--- config.mk ---
export PLATFORM = sky130hd
export DESIGN_NAME = edge_pulse_bank
export DESIGN_NICKNAME = d
export VERILOG_FILES = /design/src/rtl/edge_pulse_bank.sv
export SDC_FILE = /design/constraint.sdc
export NUM_CORES = 1
export LEC_CHECK = 0
export BUFFER_PORTS_ARGS = -buffer_cell sky130_fd_sc_hd__buf_2
export CAP_MARGIN = 5
export CELL_PAD_IN_SITES_DETAIL_PLACEMENT = 1
export CELL_PAD_IN_SITES_GLOBAL_PLACEMENT = 2
export CORE_AREA = 5 5 62 64
export DETAILED_ROUTE_END_ITERATION = 8
export DIE_AREA = 0 0 67 69
export PLACE_DENSITY_LB_ADDON = 0.2
export SYNTH_ARGS = -nofsm -noshare
export SYNTH_HDL_FRONTEND = slang
export SYNTH_SLANG_ARGS = --single-unit
export TNS_END_PERCENT = 10
--- constraint.sdc ---
create_clock -name clk -period 1.2 [get_ports clk]
set_clock_uncertainty 0.2 [all_clocks]
set_input_delay 0.06 -clock clk [delete_from_list [all_inputs] [get_ports clk]]
set_output_delay 0.06 -clock clk [all_outputs]
set_load 0.02 [all_outputs]
--- src/rtl/edge_pulse_bank.sv ---
// edge_pulse_bank
// Multi-channel edge-to-pulse converter. Each channel synchronises an asynchronous
// level, optionally debounces it, detects the selected edge type and stretches the
// detection into a PULSE_LEN-cycle registered pulse. Channels are fully independent.
//
// Build option: define EDGE_PULSE_BANK_DEBOUNCE_EN to include the debounce counter.
// Without it the accepted level follows the synchroniser output every cycle, so any
// synchronised transition (even a one-cycle glitch) is treated as an edge.
//
// Per-channel mode (mode[2i+1:2i]): 00 rising, 01 falling, 10 both, 11 detection off
// (level_out still tracks). mode is sampled combinationally on the cycle the accepted
// level changes; it never affects a pulse that is already running.

module edge_pulse_bank #(
    parameter int CHANNELS        = 4,
    parameter int SYNC_STAGES     = 2,
    parameter int DEBOUNCE_CYCLES = 4,
    parameter int PULSE_LEN       = 1
) (
    input  logic                    clk,
    input  logic                    reset_n,
    input  logic [CHANNELS-1:0]     sig_in,
    input  logic [2*CHANNELS-1:0]   mode,
    output logic [CHANNELS-1:0]     level_out,
    output logic [CHANNELS-1:0]     pulse_out
);

    // Pulse down-counter sized so PULSE_LEN itself is representable.
    localparam int              PL_W       = $clog2(PULSE_LEN) + 1;
    localparam logic [PL_W-1:0] PULSE_LOAD = PL_W'(PULSE_LEN);

`ifdef EDGE_PULSE_BANK_DEBOUNCE_EN
    // Debounce counter counts consecutive samples that disagree with the accepted level.
    localparam int              DB_W    = $clog2(DEBOUNCE_CYCLES) + 1;
    localparam logic [DB_W-1:0] DB_LAST = DB_W'(DEBOUNCE_CYCLES - 1);
`else
    // DEBOUNCE_CYCLES has no effect in this build; referenced here only so both
    // builds share one parameter list without an unused-parameter complaint.
    if (DEBOUNCE_CYCLES < 1) begin : g_debounce_cycles_unused
    end
`endif

    typedef enum logic [1:0] {
        MODE_RISE = 2'b00,
        MODE_FALL = 2'b01,
        MODE_BOTH = 2'b10,
        MODE_OFF  = 2'b11
    } edge_mode_e;

    for (genvar gi = 0; gi < CHANNELS; gi++) begin : g_chan

        logic [SYNC_STAGES-1:0] sync_q;
        logic                   sync_bit;
        logic                   level_q;
        logic                   level_d;
        logic                   level_rise;
        logic                   level_fall;
        edge_mode_e             ch_mode;
        logic                   edge_q;
        logic                   edge_d;
        logic [PL_W-1:0]        count_q;
        logic [PL_W-1:0]        count_d;
        logic                   pulse_q;

        // Synchroniser chain: bit 0 samples the raw input, top bit is the usable level.
        always_ff @(posedge clk or negedge reset_n) begin
            if (!reset_n) begin
                sync_q <= '0;
            end else begin
                sync_q <= {sync_q[SYNC_STAGES-2:0], sig_in[gi]};
            end
        end

        assign sync_bit = sync_q[SYNC_STAGES-1];

`ifdef EDGE_PULSE_BANK_DEBOUNCE_EN
        logic [DB_W-1:0] db_cnt_q;
        logic [DB_W-1:0] db_cnt_d;

        // Accept a new level only after DEBOUNCE_CYCLES consecutive differing samples.
        always_comb begin
            level_d  = level_q;
            db_cnt_d = '0;
            if (sync_bit != level_q) begin
                if (db_cnt_q == DB_LAST) begin
                    level_d  = sync_bit;
                end else begin
                    db_cnt_d = db_cnt_q + DB_W'(1);
                end
            end
        end

        // Debounce counter register.
        always_ff @(posedge clk or negedge reset_n) begin
            if (!reset_n) begin
                db_cnt_q <= '0;
            end else begin
                db_cnt_q <= db_cnt_d;
            end
        end
`else
        // No filtering: the accepted level is the synchroniser output, one cycle later.
        always_comb begin
            level_d = sync_bit;
        end
`endif

        // Accepted level register.
        always_ff @(posedge clk or negedge reset_n) begin
            if (!reset_n) begin
                level_q <= 1'b0;
            end else begin
                level_q <= level_d;
            end
        end

        // Transition of the accepted level happening on this edge (old level_q vs new level_d).
        assign level_rise = !level_q &&  level_d;
        assign level_fall =  level_q && !level_d;
        assign ch_mode    = edge_mode_e'(mode[2*gi+1:2*gi]);

        // Qualify the transition with the channel's current edge selection.
        always_comb begin
            edge_d = 1'b0;
            case (ch_mode)
                MODE_RISE: edge_d = level_rise;
                MODE_FALL: edge_d = level_fall;
                MODE_BOTH: edge_d = level_rise | level_fall;
                MODE_OFF:  edge_d = 1'b0;
                default:   edge_d = 1'b0;
            endcase
        end

        // Stretcher: a detection (re)loads the full length, so retriggers merge without a gap.
        always_comb begin
            count_d = count_q;
            if (edge_q) begin
                count_d = PULSE_LOAD;
            end else if (count_q != '0) begin
                count_d = count_q - PL_W'(1);
            end
        end

        // Detection flag, stretch counter and registered pulse output.
        always_ff @(posedge clk or negedge reset_n) begin
            if (!reset_n) begin
                edge_q  <= 1'b0;
                count_q <= '0;
                pulse_q <= 1'b0;
            end else begin
                edge_q  <= edge_d;
                count_q <= count_d;
                pulse_q <= (count_d != '0);
            end
        end

        assign level_out[gi] = level_q;
        assign pulse_out[gi] = pulse_q;
    end

endmodule

==> impl_results.html, run 1 <==
<table>
<tr><th>Metric</th><th>Value</th></tr>
<tr><th colspan="2">Floorplanning</th></tr>
<tr><td>Die height</td><td>69 µm</td></tr>
<tr><td>Number of core rows</td><td>21</td></tr>
<tr><td>Starting density of the core</td><td>24.2%</td></tr>
<tr><td>Num ports</td><td>22</td></tr>
<tr><td>Die ar.</td><td>0.00462 mm²</td></tr>
<tr><td>Core box area</td><td>0.00323 mm²</td></tr>
<tr><td>Width of the chip</td><td>67 µm</td></tr>
<tr><th colspan="2">Placement</th></tr>
<tr><td>Final weighted congestion of routability-driven global placement</td><td>0.616</td></tr>
<tr><td>Number of buffers inserted by port buffering</td><td>21</td></tr>
<tr><td>Placed cell count</td><td>120</td></tr>
<tr><td>HPWL Detailed</td><td>912 µm</td></tr>
<tr><th colspan="2">Clocking</th></tr>
<tr><td>CTS tree</td><td>done</td></tr>
<tr><td>Root buffer cell</td><td>sky130_fd_sc_hd__clkbuf_4</td></tr>
<tr><td>H-tree levels</td><td>1</td></tr>
<tr><td>Clock Tree Buf Depth</td><td>2</td></tr>
<tr><td>Clock-pin transition on the worst setup and hold timing paths</td><td>0.10 ns</td></tr>
<tr><td>Latest clock arrival within the worst-skew pair</td><td>0.28 ns</td></tr>
<tr><td>Clock sink count</td><td>20</td></tr>
<tr><td>Number of clock buffers inserted by TritonCTS</td><td>3</td></tr>
<tr><th colspan="2">Finish</th></tr>
<tr><td>Highest-count cells in the layout ignoring fill and taps</td><td>20 x sky130_fd_sc_hd__dfrtp_1, 20 x sky130_fd_sc_hd__buf_2, 13 x sky130_fd_sc_hd__dlygate4sd3_1, 9 x sky130_fd_sc_hd__inv_1, 8 x sky130_fd_sc_hd__ha_1</td></tr>
<tr><td>Antenna fix cells</td><td>0</td></tr>
<tr><td>Number of nets in the final layout</td><td>117</td></tr>
<tr><td>Cell Count, Final, Fillers Out</td><td>139</td></tr>
<tr><td>Area growth syn-to-layout</td><td>37.8%</td></tr>
<tr><td>Proportion of layout cells with a drive suffix above 1</td><td>31.2%</td></tr>
<tr><td>Number of inserted filler cells in the final layout</td><td>368</td></tr>
<tr><th colspan="2">Timing</th></tr>
<tr><td>Final sum of negative setup slack</td><td>-0.0854 ns</td></tr>
<tr><td>Post-route worst hold slack</td><td>0.0485 ns</td></tr>
<tr><td>Total of endpoints with negative setup slack in the final report</td><td>3</td></tr>
<tr><td>Final hold violations</td><td>0</td></tr>
<tr><td>Smallest setup slack after layout</td><td>-0.0393 ns</td></tr>
<tr><td>Slew Viols, Final</td><td>0</td></tr>
<tr><td>Period minus WS final</td><td>1.24 ns</td></tr>
<tr><td>Slew of the pin with the lowest slew margin</td><td>0.436 ns</td></tr>
<tr><td>Achievable frequency</td><td>807 MHz</td></tr>
<tr><td>Worst relative slew slack</td><td>71.0%</td></tr>
<tr><td>Period utilization</td><td>103%</td></tr>
<tr><td>Setup repair after global routing missed its margin</td><td>true</td></tr>
<tr><th colspan="2">Synth</th></tr>
<tr><td>Fraction of synthesized area in multiplexers</td><td>5.12%</td></tr>
<tr><td>Simple logic cell fraction of the synthesized area</td><td>3.36%</td></tr>
<tr><td>Number of register bits inferred by synthesis</td><td>20</td></tr>
<tr><td>Net count of the mapped netlist</td><td>82</td></tr>
<tr><td>Adder and majority cell fraction of the synthesized area</td><td>12.8%</td></tr>
<tr><td>Post-synthesis instance area</td><td>782 µm²</td></tr>
<tr><td>Average cell area after synthesis</td><td>13.0 µm²</td></tr>
<tr><td>Post-synthesis instance total</td><td>60</td></tr>
<tr><td>Combinational family with the most area after synthesis</td><td>adder cells</td></tr>
<tr><td>Fraction of synthesized cell area in xor and xnor cells</td><td>0%</td></tr>
<tr><td>Share of the synthesized area in compound gates (AO/OA/AOI/OAI)</td><td>2.72%</td></tr>
<tr><td>Sequential share of the synthesized area</td><td>64.0%</td></tr>
<tr><td>Syn. warnings</td><td>0</td></tr>
<tr><td>Distinct cell type count after synthesis</td><td>9</td></tr>
<tr><th colspan="2">Detailed routing</th></tr>
<tr><td>Count of unresolved DRC violations after routing</td><td>0</td></tr>
<tr><td>Via Count</td><td>487</td></tr>
<tr><td>Initial DRC count</td><td>12</td></tr>
<tr><td>ANT nets after route</td><td>0</td></tr>
<tr><td>First-pass detailed-route iteration total</td><td>4</td></tr>
<tr><td>Final Routed Wirelength</td><td>1.31 mm</td></tr>
<tr><td>Final routed wire length divided by cell count</td><td>9.43 µm</td></tr>
<tr><td>Via density per instance</td><td>3.50</td></tr>
<tr><th colspan="2">Power</th></tr>
<tr><td>VDD IR-drop max</td><td>491 µV</td></tr>
<tr><td>Power per Cell Area</td><td>1110 mW/mm²</td></tr>
<tr><td>Leak pwr</td><td>0.570 nW</td></tr>
<tr><th colspan="2">Worst setup path</th></tr>
<tr><td>Startpoint class of the critical path</td><td>flop</td></tr>
<tr><td>Data arrival time of the critical path</td><td>1.22 ns</td></tr>
<tr><td>Largest incremental delay on the critical path</td><td>0.38 ns</td></tr>
<tr><td>Largest driver fanout on the critical path</td><td>3</td></tr>
<tr><td>Critical path start-end classification</td><td>flop to flop</td></tr>
<tr><td>Cell with the largest stage delay on the worst path</td><td>sky130_fd_sc_hd__dfrtp_1</td></tr>
<tr><td>Cell seen most often among critical-path stages</td><td>sky130_fd_sc_hd__inv_1</td></tr>
<tr><td>Required arrival time at the worst endpoint</td><td>1.18 ns</td></tr>
<tr><td>Kind of cell with the highest combined delay on the critical path</td><td>flip-flops</td></tr>
<tr><td>Critical path, cell by cell</td><td>inv_1 &gt; ha_1 &gt; inv_1 &gt; mux2i_1 &gt; o22ai_1</td></tr>
<tr><td>Kind of end point of the critical path</td><td>flop</td></tr>
<tr><td>Crit path buf inv count</td><td>2</td></tr>
<tr><th colspan="2">Flow run</th></tr>
<tr><td>MaxCap Viol Count</td><td>0</td></tr>
<tr><th colspan="2">GRT</th></tr>
<tr><td>Total Routing Usage GR</td><td>6.24%</td></tr>
<tr><td>Via count of the first global-routing pass</td><td>524</td></tr>
<tr><td>Wire length of the first global-routing pass</td><td>2.19 mm</td></tr>
<tr><td>Maximum number of pins on one net before global-route repair</td><td>21</td></tr>
<tr><td>Overflow left after global routing</td><td>0</td></tr>
<tr><td>Initial antenna violation count</td><td>0</td></tr>
<tr><th colspan="2">Min path</th></tr>
<tr><td>Path type of the worst min-delay path</td><td>input port to asynchronous set/reset pin</td></tr>
<tr><th colspan="2">Outcome</th></tr>
<tr><td>Failing checks</td><td>setup timing</td></tr>
<tr><td>Outcome</td><td>complete, but fails checks</td></tr>
</table>
## synthesized netlist by cell type
| cell | n | area share, % |
|---|---|---|
| sky130_fd_sc_hd__dfrtp_1 | 20 | 64 |
| sky130_fd_sc_hd__inv_1 | 9 | 4.3 |
| sky130_fd_sc_hd__buf_4 | 8 | 7.7 |
| sky130_fd_sc_hd__ha_1 | 8 | 13 |
| sky130_fd_sc_hd__mux2i_1 | 4 | 5.1 |
| sky130_fd_sc_hd__nand2_1 | 4 | 1.9 |
| sky130_fd_sc_hd__nor2_1 | 3 | 1.4 |
| sky130_fd_sc_hd__o21ai_1 | 3 | 1.9 |
| sky130_fd_sc_hd__o22ai_1 | 1 | 0.80 |
## sequential cells by signal, indices dropped and copies added, names as in the netlist
name / cells
g_chan.pulse_q: 4
g_chan.sync_q: 8
g_chan.level_q: 4
g_chan.edge_q: 4
## worst register-to-register path: stages (launching register included)
cell,delay (ns)
sky130_fd_sc_hd__dfrtp_1,0.38
sky130_fd_sc_hd__inv_1,0.05
sky130_fd_sc_hd__ha_1,0.27
sky130_fd_sc_hd__inv_1,0.03
sky130_fd_sc_hd__mux2i_1,0.12
sky130_fd_sc_hd__o22ai_1,0.08
## what timing repair did
item,CTS,global route
hold buffers,13,0
hold endpoints to repair,28,0
endpoints found under the setup margin,5,5
setup buffers,1,2
gates resized for setup,2,1
## cells by family after synthesis
group | after synthesis
adder cells (fa/ha/maj) | 8
buffers and inverters | 17
multiplexers | 4
AO/OA/AOI/OAI | 4
AND/OR/NAND/NOR | 7
flip-flops | 20
## routing by layer
layer  part of all wire [%]  wire length (µm)  vias up  GRT usage, %
met1                     45               595      223          7.60
met5                      0                 0        -             0
met2                     44               581       20          9.28
met3                     10               134        0          3.90
met4                      0                 0        0          1.35
li1                       -                 -      244             -
## report_power, final
group          switching, mW  internal [mW]
logic                 0.0839         0.0887
registers             0.0164          0.717
clock network          0.175          0.116
total                  0.275          0.922
## stage by stage
stage,utilization [%],setup WS (ns),instance area [µm²],power [mW]
after CTS,32.8,-0.0550,1060,1.23
after global routing,33.3,-0.115,1080,1.29
after global placement,27.6,-0.0173,892,0.876
final,33.3,-0.0393,1080,1.20
after detailed placement,27.6,-0.0287,892,0.879
after floorplan,-,0.0182,782,0.833
## path summary, 6_finish.rpt
path	start	endpoint	slack, ns	depth (start not counted)
worst max-delay path	g_chan[1].sync_q[1]$_DFF_PN0_	g_chan[1].edge_q$_DFF_PN0_	-0.04	5
worst min-delay path	reset_n	g_chan[1].level_q$_DFF_PN0_	0.05	2
worst max register to register	g_chan[1].sync_q[1]$_DFF_PN0_	g_chan[1].edge_q$_DFF_PN0_	-0.04	5
worst min register to register	g_chan[2].edge_q$_DFF_PN0_	g_chan[2].pulse_q$_DFF_PN0_	0.16	0
max in group asynchronous	reset_n	g_chan[3].edge_q$_DFF_PN0_	0.45	2
min in group clk	g_chan[2].edge_q$_DFF_PN0_	g_chan[2].pulse_q$_DFF_PN0_	0.16	0
## cell type report
cell class / count / area (µm²) / share of cell area [%]
inverter: 9 / 33.8 / 3.14
timing repair buffer: 38 / 272 / 25.2
sequential: 20 / 500 / 46.5
tap: 46 / 57.6 / 5.34
multi-input combinational: 23 / 191 / 17.8
clock buffer: 3 / 22.5 / 2.09
Power figures use the tool's default switching activity.
==> run 2: changes to the inputs <==
- CELL_PAD_IN_SITES_DETAIL_PLACEMENT: 1 -> unset
- CELL_PAD_IN_SITES_GLOBAL_PLACEMENT: 2 -> unset
==> impl_results.html, run 2 (synthesis gave the netlist of run 1 again) <==
<table>
<tr><th>Metric</th><th>Value</th></tr>
<tr><th colspan="2">Outcome</th></tr>
<tr><td>Outcome</td><td>complete, but fails checks</td></tr>
<tr><td>Failing checks</td><td>setup timing</td></tr>
<tr><th colspan="2">Floorplanning</th></tr>
<tr><td>Core box area</td><td>0.00323 mm²</td></tr>
<tr><td>Die height</td><td>69 µm</td></tr>
<tr><td>Starting density of the core</td><td>24.2%</td></tr>
<tr><td>Die ar.</td><td>0.00462 mm²</td></tr>
<tr><td>Width of the chip</td><td>67 µm</td></tr>
<tr><td>Num ports</td><td>22</td></tr>
<tr><td>Number of core rows</td><td>21</td></tr>
<tr><th colspan="2">Worst setup path</th></tr>
<tr><td>Crit path buf inv count</td><td>2</td></tr>
<tr><td>Kind of cell with the highest combined delay on the critical path</td><td>flip-flops</td></tr>
<tr><td>Slack of the worst reg-to-reg path</td><td>-0.05 ns</td></tr>
<tr><td>Critical path, cell by cell</td><td>inv_1 &gt; ha_1 &gt; inv_1 &gt; mux2i_1 &gt; o22ai_1</td></tr>
<tr><td>Cell with the largest stage delay on the worst path</td><td>sky130_fd_sc_hd__dfrtp_1</td></tr>
<tr><td>Largest incremental delay on the critical path</td><td>0.38 ns</td></tr>
<tr><td>Kind of end point of the critical path</td><td>flop</td></tr>
<tr><td>End of the worst register-to-register path</td><td>g_chan[1].edge_q$_DFF_PN0_</td></tr>
<tr><td>Data arrival time of the critical path</td><td>1.23 ns</td></tr>
<tr><td>Required arrival time at the worst endpoint</td><td>1.18 ns</td></tr>
<tr><td>Cell seen most often among critical-path stages</td><td>sky130_fd_sc_hd__inv_1</td></tr>
<tr><td>Cell count of the worst reg-to-reg path</td><td>5</td></tr>
<tr><td>Startpoint class of the critical path</td><td>flop</td></tr>
<tr><td>Largest driver fanout on the critical path</td><td>3</td></tr>
<tr><td>Reg2Reg Launch Point</td><td>g_chan[1].sync_q[1]$_DFF_PN0_</td></tr>
<tr><td>Critical path start-end classification</td><td>flop to flop</td></tr>
<tr><th colspan="2">GRT</th></tr>
<tr><td>Via count of the first global-routing pass</td><td>504</td></tr>
<tr><td>Gr busiest metal</td><td>met2</td></tr>
<tr><td>Maximum number of pins on one net before global-route repair</td><td>21</td></tr>
<tr><td>Initial antenna violation count</td><td>0</td></tr>
<tr><td>Total Routing Usage GR</td><td>6.08%</td></tr>
<tr><td>Wire length of the first global-routing pass</td><td>2.15 mm</td></tr>
<tr><td>Overflow left after global routing</td><td>0</td></tr>
<tr><td>Met1 routing resource usage after global routing</td><td>7.81%</td></tr>
<tr><td>Fraction of met2 tracks used by global routing</td><td>8.52%</td></tr>
<tr><td>Global routing usage on met3</td><td>3.41%</td></tr>
<tr><th colspan="2">Timing</th></tr>
<tr><td>Slew Viols, Final</td><td>0</td></tr>
<tr><td>Achievable frequency</td><td>799 MHz</td></tr>
<tr><td>Setup repair after global routing missed its margin</td><td>true</td></tr>
<tr><td>Final hold violations</td><td>0</td></tr>
<tr><td>Slew of the pin with the lowest slew margin</td><td>0.444 ns</td></tr>
<tr><td>Worst relative slew slack</td><td>70.4%</td></tr>
<tr><td>Period utilization</td><td>104%</td></tr>
<tr><td>Total of endpoints with negative setup slack in the final report</td><td>4</td></tr>
<tr><td>Smallest setup slack after layout</td><td>-0.0518 ns</td></tr>
<tr><td>Period minus WS final</td><td>1.25 ns</td></tr>
<tr><th colspan="2">Finish</th></tr>
<tr><td>Number of nets in the final layout</td><td>113</td></tr>
<tr><td>Number of inserted filler cells in the final layout</td><td>336</td></tr>
<tr><td>Cell Count, Final, Fillers Out</td><td>136</td></tr>
<tr><td>Highest-count cells in the layout ignoring fill and taps</td><td>21 x sky130_fd_sc_hd__buf_2, 20 x sky130_fd_sc_hd__dfrtp_1, 13 x sky130_fd_sc_hd__dlygate4sd3_1, 9 x sky130_fd_sc_hd__inv_1, 8 x sky130_fd_sc_hd__ha_1</td></tr>
<tr><td>Antenna fix cells</td><td>0</td></tr>
<tr><td>Largest register FFs</td><td>8</td></tr>
<tr><td>Proportion of layout cells with a drive suffix above 1</td><td>27.8%</td></tr>
<tr><td>Most common library cell in the layout ignoring fill and taps</td><td>sky130_fd_sc_hd__buf_2</td></tr>
<tr><td>Register ranked first by flip-flop count</td><td>g_chan.sync_q</td></tr>
<tr><td>Area growth syn-to-layout</td><td>36.5%</td></tr>
<tr><th colspan="2">Power</th></tr>
<tr><td>Portion of total power attributed to the clock network</td><td>37.7%</td></tr>
<tr><td>Leak pwr</td><td>0.561 nW</td></tr>
<tr><td>VDD IR-drop max</td><td>541 µV</td></tr>
<tr><td>Power Total</td><td>1.43 mW</td></tr>
<tr><td>Power dissipated by switching net loads</td><td>296 µW</td></tr>
<tr><td>Relative contribution of combinational cells to total power</td><td>11.0%</td></tr>
<tr><td>Pint</td><td>1.13 mW</td></tr>
<tr><td>Power per Cell Area</td><td>1340 mW/mm²</td></tr>
<tr><td>Sequential group share of total power</td><td>51.4%</td></tr>
<tr><td>Net switching share of the total power</td><td>20.7%</td></tr>
<tr><th colspan="2">Clocking</th></tr>
<tr><td>Clock sink count</td><td>20</td></tr>
<tr><td>Post-CTS resize count</td><td>0</td></tr>
<tr><td>Latest clock arrival within the worst-skew pair</td><td>0.30 ns</td></tr>
<tr><td>Clock-pin transition on the worst setup and hold timing paths</td><td>0.12 ns</td></tr>
<tr><td>Clock Tree Buf Depth</td><td>2</td></tr>
<tr><td>Root buffer cell</td><td>sky130_fd_sc_hd__clkbuf_4</td></tr>
<tr><td>Number of clock buffers inserted by TritonCTS</td><td>3</td></tr>
<tr><td>CTS tree</td><td>done</td></tr>
<tr><td>H-tree levels</td><td>1</td></tr>
<tr><th colspan="2">Min path</th></tr>
<tr><td>Path type of the worst min-delay path</td><td>input port to asynchronous set/reset pin</td></tr>
<tr><th colspan="2">Detailed routing</th></tr>
<tr><td>Via density per instance</td><td>3.40</td></tr>
<tr><td>Via Count</td><td>463</td></tr>
<tr><td>First-pass detailed-route iteration total</td><td>4</td></tr>
<tr><td>Count of unresolved DRC violations after routing</td><td>0</td></tr>
<tr><td>ANT nets after route</td><td>0</td></tr>
<tr><td>Final Routed Wirelength</td><td>1.18 mm</td></tr>
<tr><td>Initial DRC count</td><td>5</td></tr>
<tr><td>Final routed wire length divided by cell count</td><td>8.66 µm</td></tr>
<tr><th colspan="2">Placement</th></tr>
<tr><td>Number of buffers inserted by port buffering</td><td>21</td></tr>
<tr><td>Final weighted congestion of routability-driven global placement</td><td>0.602</td></tr>
<tr><td>Placed cell count</td><td>119</td></tr>
<tr><td>HPWL Detailed</td><td>840 µm</td></tr>
<tr><th colspan="2">Flow run</th></tr>
<tr><td>MaxCap Viol Count</td><td>0</td></tr>
</table>
==> run 2: cell types whose count changed in the layout (fill, tap and decap cells not counted) <==
cell | previous run | this run
sky130_fd_sc_hd__bufinv_16 | 0 | 1
sky130_fd_sc_hd__buf_2 | 20 | 21
sky130_fd_sc_hd__o21ai_1 | 2 | 3
sky130_fd_sc_hd__o21ai_2 | 1 | 0
sky130_fd_sc_hd__buf_6 | 1 | 0
sky130_fd_sc_hd__buf_4 | 4 | 0
==> run 2: metal layers <==
layer / share of wire, % / wire length, µm / vias to the layer above
met1: 47 / 550 / 205
met3: 7.5 / 88 / 2
li1: - / - / 239
met4: 1.4 / 17 / 0
met2: 44 / 521 / 17
met5: 0 / 0 / -
==> run 2: final cells by class <==
class / count / area (µm²) / area share (%)
clock buffer: 3 / 22.5 / 2.11
clock inverter: 1 / 30.0 / 2.81
inverter: 9 / 33.8 / 3.17
multi-input combinational: 23 / 188 / 17.6
sequential: 20 / 500 / 46.9
tap: 46 / 57.6 / 5.39
timing repair buffer: 34 / 235 / 22.0
==> run 2: metrics by stage <==
stage / hold WS, ns / setup TNS [ns] / utilization, % / worst slack [ns] / area [µm²]
after global placement: -0.168 / -0.0120 / 27.4 / -0.0120 / 885
final: 0.0233 / -0.106 / 33.0 / -0.0518 / 1070
after detailed placement: -0.165 / -0.0516 / 27.4 / -0.0273 / 885
after CTS: 0.0251 / -0.144 / 33.0 / -0.0500 / 1070
after global routing: 0.0749 / -0.442 / 33.0 / -0.136 / 1070
after floorplan: -0.436 / 0 / - / 0.0182 / 782
==> run 2: worst register-to-register path: cells and delay by family, from the launching register on <==
kind	cells	cell delay (ns)
AO/OA/AOI/OAI	1	0.09
adder cells (fa/ha/maj)	1	0.27
buffers and inverters	2	0.09
flip-flops	1	0.38
multiplexers	1	0.12
==> run 2: worst max-delay path by stage <==
stage,startpoint,to,slack [ns],cells after the start
finish,g_chan[1].sync_q[1]$_DFF_PN0_,g_chan[1].edge_q$_DFF_PN0_,-0.05,5
global route,g_chan[1].sync_q[1]$_DFF_PN0_,g_chan[1].edge_q$_DFF_PN0_,-0.14,5
CTS,g_chan[1].sync_q[1]$_DFF_PN0_,g_chan[1].edge_q$_DFF_PN0_,-0.05,5
detailed placement,g_chan[1].sync_q[1]$_DFF_PN0_,g_chan[1].edge_q$_DFF_PN0_,-0.03,5
global placement,g_chan[1].sync_q[1]$_DFF_PN0_,g_chan[1].edge_q$_DFF_PN0_,-0.01,5
floorplan,g_chan[1].sync_q[1]$_DFF_PN0_,g_chan[1].edge_q$_DFF_PN0_,0.02,5
==> run 2: power groups by stage <==
| stage | Clock, mW | Sequential, mW | Combinational, mW |
|---|---|---|---|
| 2_1_floorplan | 0 | 0.744 | 0.0889 |
| 3_3_place_gp | 0 | 0.746 | 0.124 |
| 3_5_place_dp | 0 | 0.748 | 0.128 |
| 4_1_cts | 0.567 | 0.734 | 0.160 |
| 5_1_grt | 0.594 | 0.740 | 0.178 |
| 6_report | 0.538 | 0.733 | 0.156 |
==> run 2: timing repair <==
action | CTS | global route
setup buffers | 0 | 0
hold buffers | 13 | 0
setup endpoints to repair | 4 | 4
hold endpoints to repair | 28 | 0
==> run 3: changes to the inputs <==
- ABC_AREA: unset -> 1
- CORE_AREA: 5 5 62 64 -> 5 5 50 52
- DIE_AREA: 0 0 67 69 -> 0 0 55 57
==> impl_results.html, run 3 <==
<table>
<tr><th>Metric</th><th>Value</th></tr>
<tr><th colspan="2">Detailed routing</th></tr>
<tr><td>Initial DRC count</td><td>6</td></tr>
<tr><td>Final Routed Wirelength</td><td>1.21 mm</td></tr>
<tr><td>Via density per instance</td><td>3.98</td></tr>
<tr><td>Count of unresolved DRC violations after routing</td><td>0</td></tr>
<tr><td>Via Count</td><td>530</td></tr>
<tr><td>Final routed wire length divided by cell count</td><td>9.11 µm</td></tr>
<tr><td>ANT nets after route</td><td>0</td></tr>
<tr><td>First-pass detailed-route iteration total</td><td>2</td></tr>
<tr><th colspan="2">Worst setup path</th></tr>
<tr><td>Largest incremental delay on the critical path</td><td>0.41 ns</td></tr>
<tr><td>Startpoint class of the critical path</td><td>flop</td></tr>
<tr><td>Critical path, cell by cell</td><td>ha_1 &gt; inv_1 &gt; nand3b_1 &gt; nand3_2</td></tr>
<tr><td>Required arrival time at the worst endpoint</td><td>1.18 ns</td></tr>
<tr><td>Critical path start-end classification</td><td>flop to flop</td></tr>
<tr><td>End of the worst register-to-register path</td><td>g_chan[2].edge_q$_DFF_PN0_</td></tr>
<tr><td>Slack of the worst reg-to-reg path</td><td>0.03 ns</td></tr>
<tr><td>Crit path launch</td><td>g_chan[2].level_q$_DFF_PN0_</td></tr>
<tr><td>Cell count of the worst reg-to-reg path</td><td>4</td></tr>
<tr><td>Reg2Reg Launch Point</td><td>g_chan[2].level_q$_DFF_PN0_</td></tr>
<tr><td>Data arrival time of the critical path</td><td>1.15 ns</td></tr>
<tr><td>Crit path to</td><td>g_chan[2].edge_q$_DFF_PN0_</td></tr>
<tr><td>Largest driver fanout on the critical path</td><td>3</td></tr>
<tr><td>Cell with the largest stage delay on the worst path</td><td>sky130_fd_sc_hd__dfrtp_1</td></tr>
<tr><td>Kind of end point of the critical path</td><td>flop</td></tr>
<tr><th colspan="2">Synth</th></tr>
<tr><td>Synth area leader</td><td>sky130_fd_sc_hd__dfrtp_1</td></tr>
<tr><td>Number of flops mapped to enable cells by yosys</td><td>0</td></tr>
<tr><td>Net count of the mapped netlist</td><td>96</td></tr>
<tr><td>Number of register bits inferred by synthesis</td><td>20</td></tr>
<tr><td>Syn. warnings</td><td>0</td></tr>
<tr><td>Average cell area after synthesis</td><td>11.2 µm²</td></tr>
<tr><td>Asr flop ratio synth</td><td>100%</td></tr>
<tr><td>Fraction of synthesized cell area taken by the top area cell type</td><td>60.2%</td></tr>
<tr><td>Post-synthesis instance total</td><td>74</td></tr>
<tr><td>Top cells by count, synth</td><td>20 x sky130_fd_sc_hd__dfrtp_1, 18 x sky130_fd_sc_hd__inv_1, 8 x sky130_fd_sc_hd__buf_4, 8 x sky130_fd_sc_hd__ha_1, 8 x sky130_fd_sc_hd__nand2_1</td></tr>
<tr><td>Sequential share of the synthesized area</td><td>60.2%</td></tr>
<tr><td>Top-count cell post-synth</td><td>sky130_fd_sc_hd__dfrtp_1</td></tr>
<tr><td>Leading register cell type out of synthesis</td><td>sky130_fd_sc_hd__dfrtp_1</td></tr>
<tr><td>Distinct cell type count after synthesis</td><td>9</td></tr>
<tr><td>Leading post-synthesis cells by cell area</td><td>sky130_fd_sc_hd__dfrtp_1 60%, sky130_fd_sc_hd__ha_1 12%, sky130_fd_sc_hd__inv_1 8.1%</td></tr>
<tr><td>Post-synthesis instance area</td><td>831 µm²</td></tr>
<tr><th colspan="2">Clocking</th></tr>
<tr><td>H-tree levels</td><td>1</td></tr>
<tr><td>Post-CTS resize count</td><td>0</td></tr>
<tr><td>Clock-pin transition on the worst setup and hold timing paths</td><td>0.10 ns</td></tr>
<tr><td>Latest clock arrival within the worst-skew pair</td><td>0.28 ns</td></tr>
<tr><td>Number of clock buffers inserted by TritonCTS</td><td>3</td></tr>
<tr><td>Clock sink count</td><td>20</td></tr>
<tr><td>Root buffer cell</td><td>sky130_fd_sc_hd__clkbuf_4</td></tr>
<tr><td>CTS tree</td><td>done</td></tr>
<tr><td>Clock Tree Buf Depth</td><td>2</td></tr>
<tr><th colspan="2">Timing</th></tr>
<tr><td>Setup repair after global routing missed its margin</td><td>true</td></tr>
<tr><td>Final hold violations</td><td>0</td></tr>
<tr><td>Post-route worst hold slack</td><td>0.0318 ns</td></tr>
<tr><td>Worst relative slew slack</td><td>72.1%</td></tr>
<tr><td>Period utilization</td><td>97.7%</td></tr>
<tr><td>Total of endpoints with negative setup slack in the final report</td><td>0</td></tr>
<tr><td>Period minus WS final</td><td>1.17 ns</td></tr>
<tr><td>Slew Viols, Final</td><td>0</td></tr>
<tr><td>Final sum of negative setup slack</td><td>0 ns</td></tr>
<tr><td>Achievable frequency</td><td>853 MHz</td></tr>
<tr><td>Slew of the pin with the lowest slew margin</td><td>0.419 ns</td></tr>
<tr><td>Smallest setup slack after layout</td><td>0.0280 ns</td></tr>
<tr><th colspan="2">Floorplanning</th></tr>
<tr><td>Number of core rows</td><td>17</td></tr>
<tr><td>Width of the chip</td><td>55 µm</td></tr>
<tr><td>Die height</td><td>57 µm</td></tr>
<tr><td>Die ar.</td><td>0.00314 mm²</td></tr>
<tr><td>Num ports</td><td>22</td></tr>
<tr><td>Starting density of the core</td><td>40.3%</td></tr>
<tr><td>Core box area</td><td>0.00206 mm²</td></tr>
<tr><th colspan="2">Power</th></tr>
<tr><td>Leak pwr</td><td>0.618 nW</td></tr>
<tr><td>Power per Cell Area</td><td>1110 mW/mm²</td></tr>
<tr><td>VDD IR-drop max</td><td>663 µV</td></tr>
<tr><th colspan="2">Placement</th></tr>
<tr><td>Placed cell count</td><td>115</td></tr>
<tr><td>Final weighted congestion of routability-driven global placement</td><td>0.642</td></tr>
<tr><td>Post-placement worst setup slack</td><td>0.00390 ns</td></tr>
<tr><td>Number of buffers inserted by port buffering</td><td>21</td></tr>
<tr><td>HPWL Detailed</td><td>861 µm</td></tr>
<tr><th colspan="2">Finish</th></tr>
<tr><td>Cell Count, Final, Fillers Out</td><td>133</td></tr>
<tr><td>Number of inserted filler cells in the final layout</td><td>195</td></tr>
<tr><td>Highest-count cells in the layout ignoring fill and taps</td><td>21 x sky130_fd_sc_hd__buf_2, 20 x sky130_fd_sc_hd__dfrtp_1, 18 x sky130_fd_sc_hd__inv_1, 13 x sky130_fd_sc_hd__dlygate4sd3_1</td></tr>
<tr><td>Most common library cell in the layout ignoring fill and taps</td><td>sky130_fd_sc_hd__buf_2</td></tr>
<tr><td>Proportion of layout cells with a drive suffix above 1</td><td>26.7%</td></tr>
<tr><td>Multi-input combinational cell area</td><td>203 µm²</td></tr>
<tr><td>Number of nets in the final layout</td><td>129</td></tr>
<tr><td>Core occupancy in the finished layout</td><td>52.3%</td></tr>
<tr><td>Antenna fix cells</td><td>0</td></tr>
<tr><td>Area of all sequential standard cells</td><td>500 µm²</td></tr>
<tr><td>Largest register FFs</td><td>8</td></tr>
<tr><td>Register ranked first by flip-flop count</td><td>g_chan.sync_q</td></tr>
<tr><td>Area growth syn-to-layout</td><td>29.8%</td></tr>
<tr><th colspan="2">GRT</th></tr>
<tr><td>Total Routing Usage GR</td><td>9.30%</td></tr>
<tr><td>Via count of the first global-routing pass</td><td>526</td></tr>
<tr><td>Maximum number of pins on one net before global-route repair</td><td>21</td></tr>
<tr><td>Overflow left after global routing</td><td>0</td></tr>
<tr><td>Wire length of the first global-routing pass</td><td>2.16 mm</td></tr>
<tr><td>Initial antenna violation count</td><td>0</td></tr>
<tr><th colspan="2">Outcome</th></tr>
<tr><td>Outcome</td><td>complete, no violations</td></tr>
<tr><th colspan="2">Flow run</th></tr>
<tr><td>MaxCap Viol Count</td><td>0</td></tr>
<tr><th colspan="2">Min path</th></tr>
<tr><td>Path type of the worst min-delay path</td><td>input port to asynchronous set/reset pin</td></tr>
</table>
[run 3: cell types whose count changed in the layout (fill, tap and decap cells not counted), moves of 2 or more]
| cell | before | now |
|---|---|---|
| sky130_fd_sc_hd__buf_4 | 0 | 2 |
| sky130_fd_sc_hd__inv_1 | 9 | 18 |
| sky130_fd_sc_hd__mux2i_1 | 4 | 0 |
| sky130_fd_sc_hd__nand2_1 | 4 | 8 |
| sky130_fd_sc_hd__nand3_1 | 0 | 6 |
| sky130_fd_sc_hd__nand3_2 | 0 | 2 |
| sky130_fd_sc_hd__nand3b_1 | 0 | 2 |
| sky130_fd_sc_hd__o21ai_1 | 3 | 0 |
[run 3: through the flow]
stage,instance area [µm²],power [mW]
global route,1080,1.28
floorplan,831,0.839
finish,1080,1.20
CTS,1070,1.21
global placement,911,0.876
detailed placement,911,0.883
[run 3: timing repair]
action                     4_1_cts  5_1_grt
setup endpoints to repair        1        4
hold endpoints to repair        28        0
setup buffers                    1        1
pin swaps                        0        4
hold buffers                    13        0
[run 3: worst min-delay path by stage]
stage	start	end	slack (ns)	depth (start not counted)
detailed placement	reset_n	g_chan[0].sync_q[0]$_DFF_PN0_	-0.17	1
finish	reset_n	g_chan[1].sync_q[0]$_DFF_PN0_	0.03	2
global placement	reset_n	g_chan[0].sync_q[0]$_DFF_PN0_	-0.18	1
global route	reset_n	g_chan[2].sync_q[0]$_DFF_PN0_	0.06	2
floorplan	reset_n	g_chan[0].edge_q$_DFF_PN0_	-0.44	0
CTS	reset_n	g_chan[0].sync_q[0]$_DFF_PN0_	0.04	2
[run 3: metal layers]
metal / vias up / wire length [µm] / part of all wire [%] / global-route usage [%]
met5: - / 0 / 0 / 0
met3: 0 / 86 / 7.1 / 3.13
met2: 14 / 631 / 52 / 14.7
met4: 0 / 0 / 0 / 3.13
li1: 275 / - / - / -
met1: 241 / 494 / 41 / 11.7
[run 3: logic make-up (layout without fill, tap and decap cells)]
group                    Yosys count  in the layout  synth area share [%]
adder cells (fa/ha/maj)            8              8                  12.0
buffers and inverters             26             57                  15.4
AND/OR/NAND/NOR                   20             20                  12.3
flip-flops                        20             20                  60.2
[run 3: cell type report]
class / count / share of cell area, %
Timing Repair Buffer: 36 / 23.2
Multi-Input combinational cell: 28 / 18.8
Tap cell: 28 / 3.25
Inverter: 18 / 6.26
Clock buffer: 3 / 2.09
Sequential cell: 20 / 46.4
[run 3: where the power goes]
part	switching, mW	leakage, nW	total [mW]	internal [mW]
Clock	0.177	0.0138	0.294	0.116
Sequential	0.0161	0.243	0.733	0.717
Combinational	0.0864	0.361	0.169	0.0826
Total	0.280	0.618	1.20	0.916
[run 3: critical path, delay by kind of cell (launching register included)]
family,cells,cell delay (ns)
flops,1,0.41
fa+ha+maj,1,0.28
simple gates,2,0.14
buf+inv,1,0.03
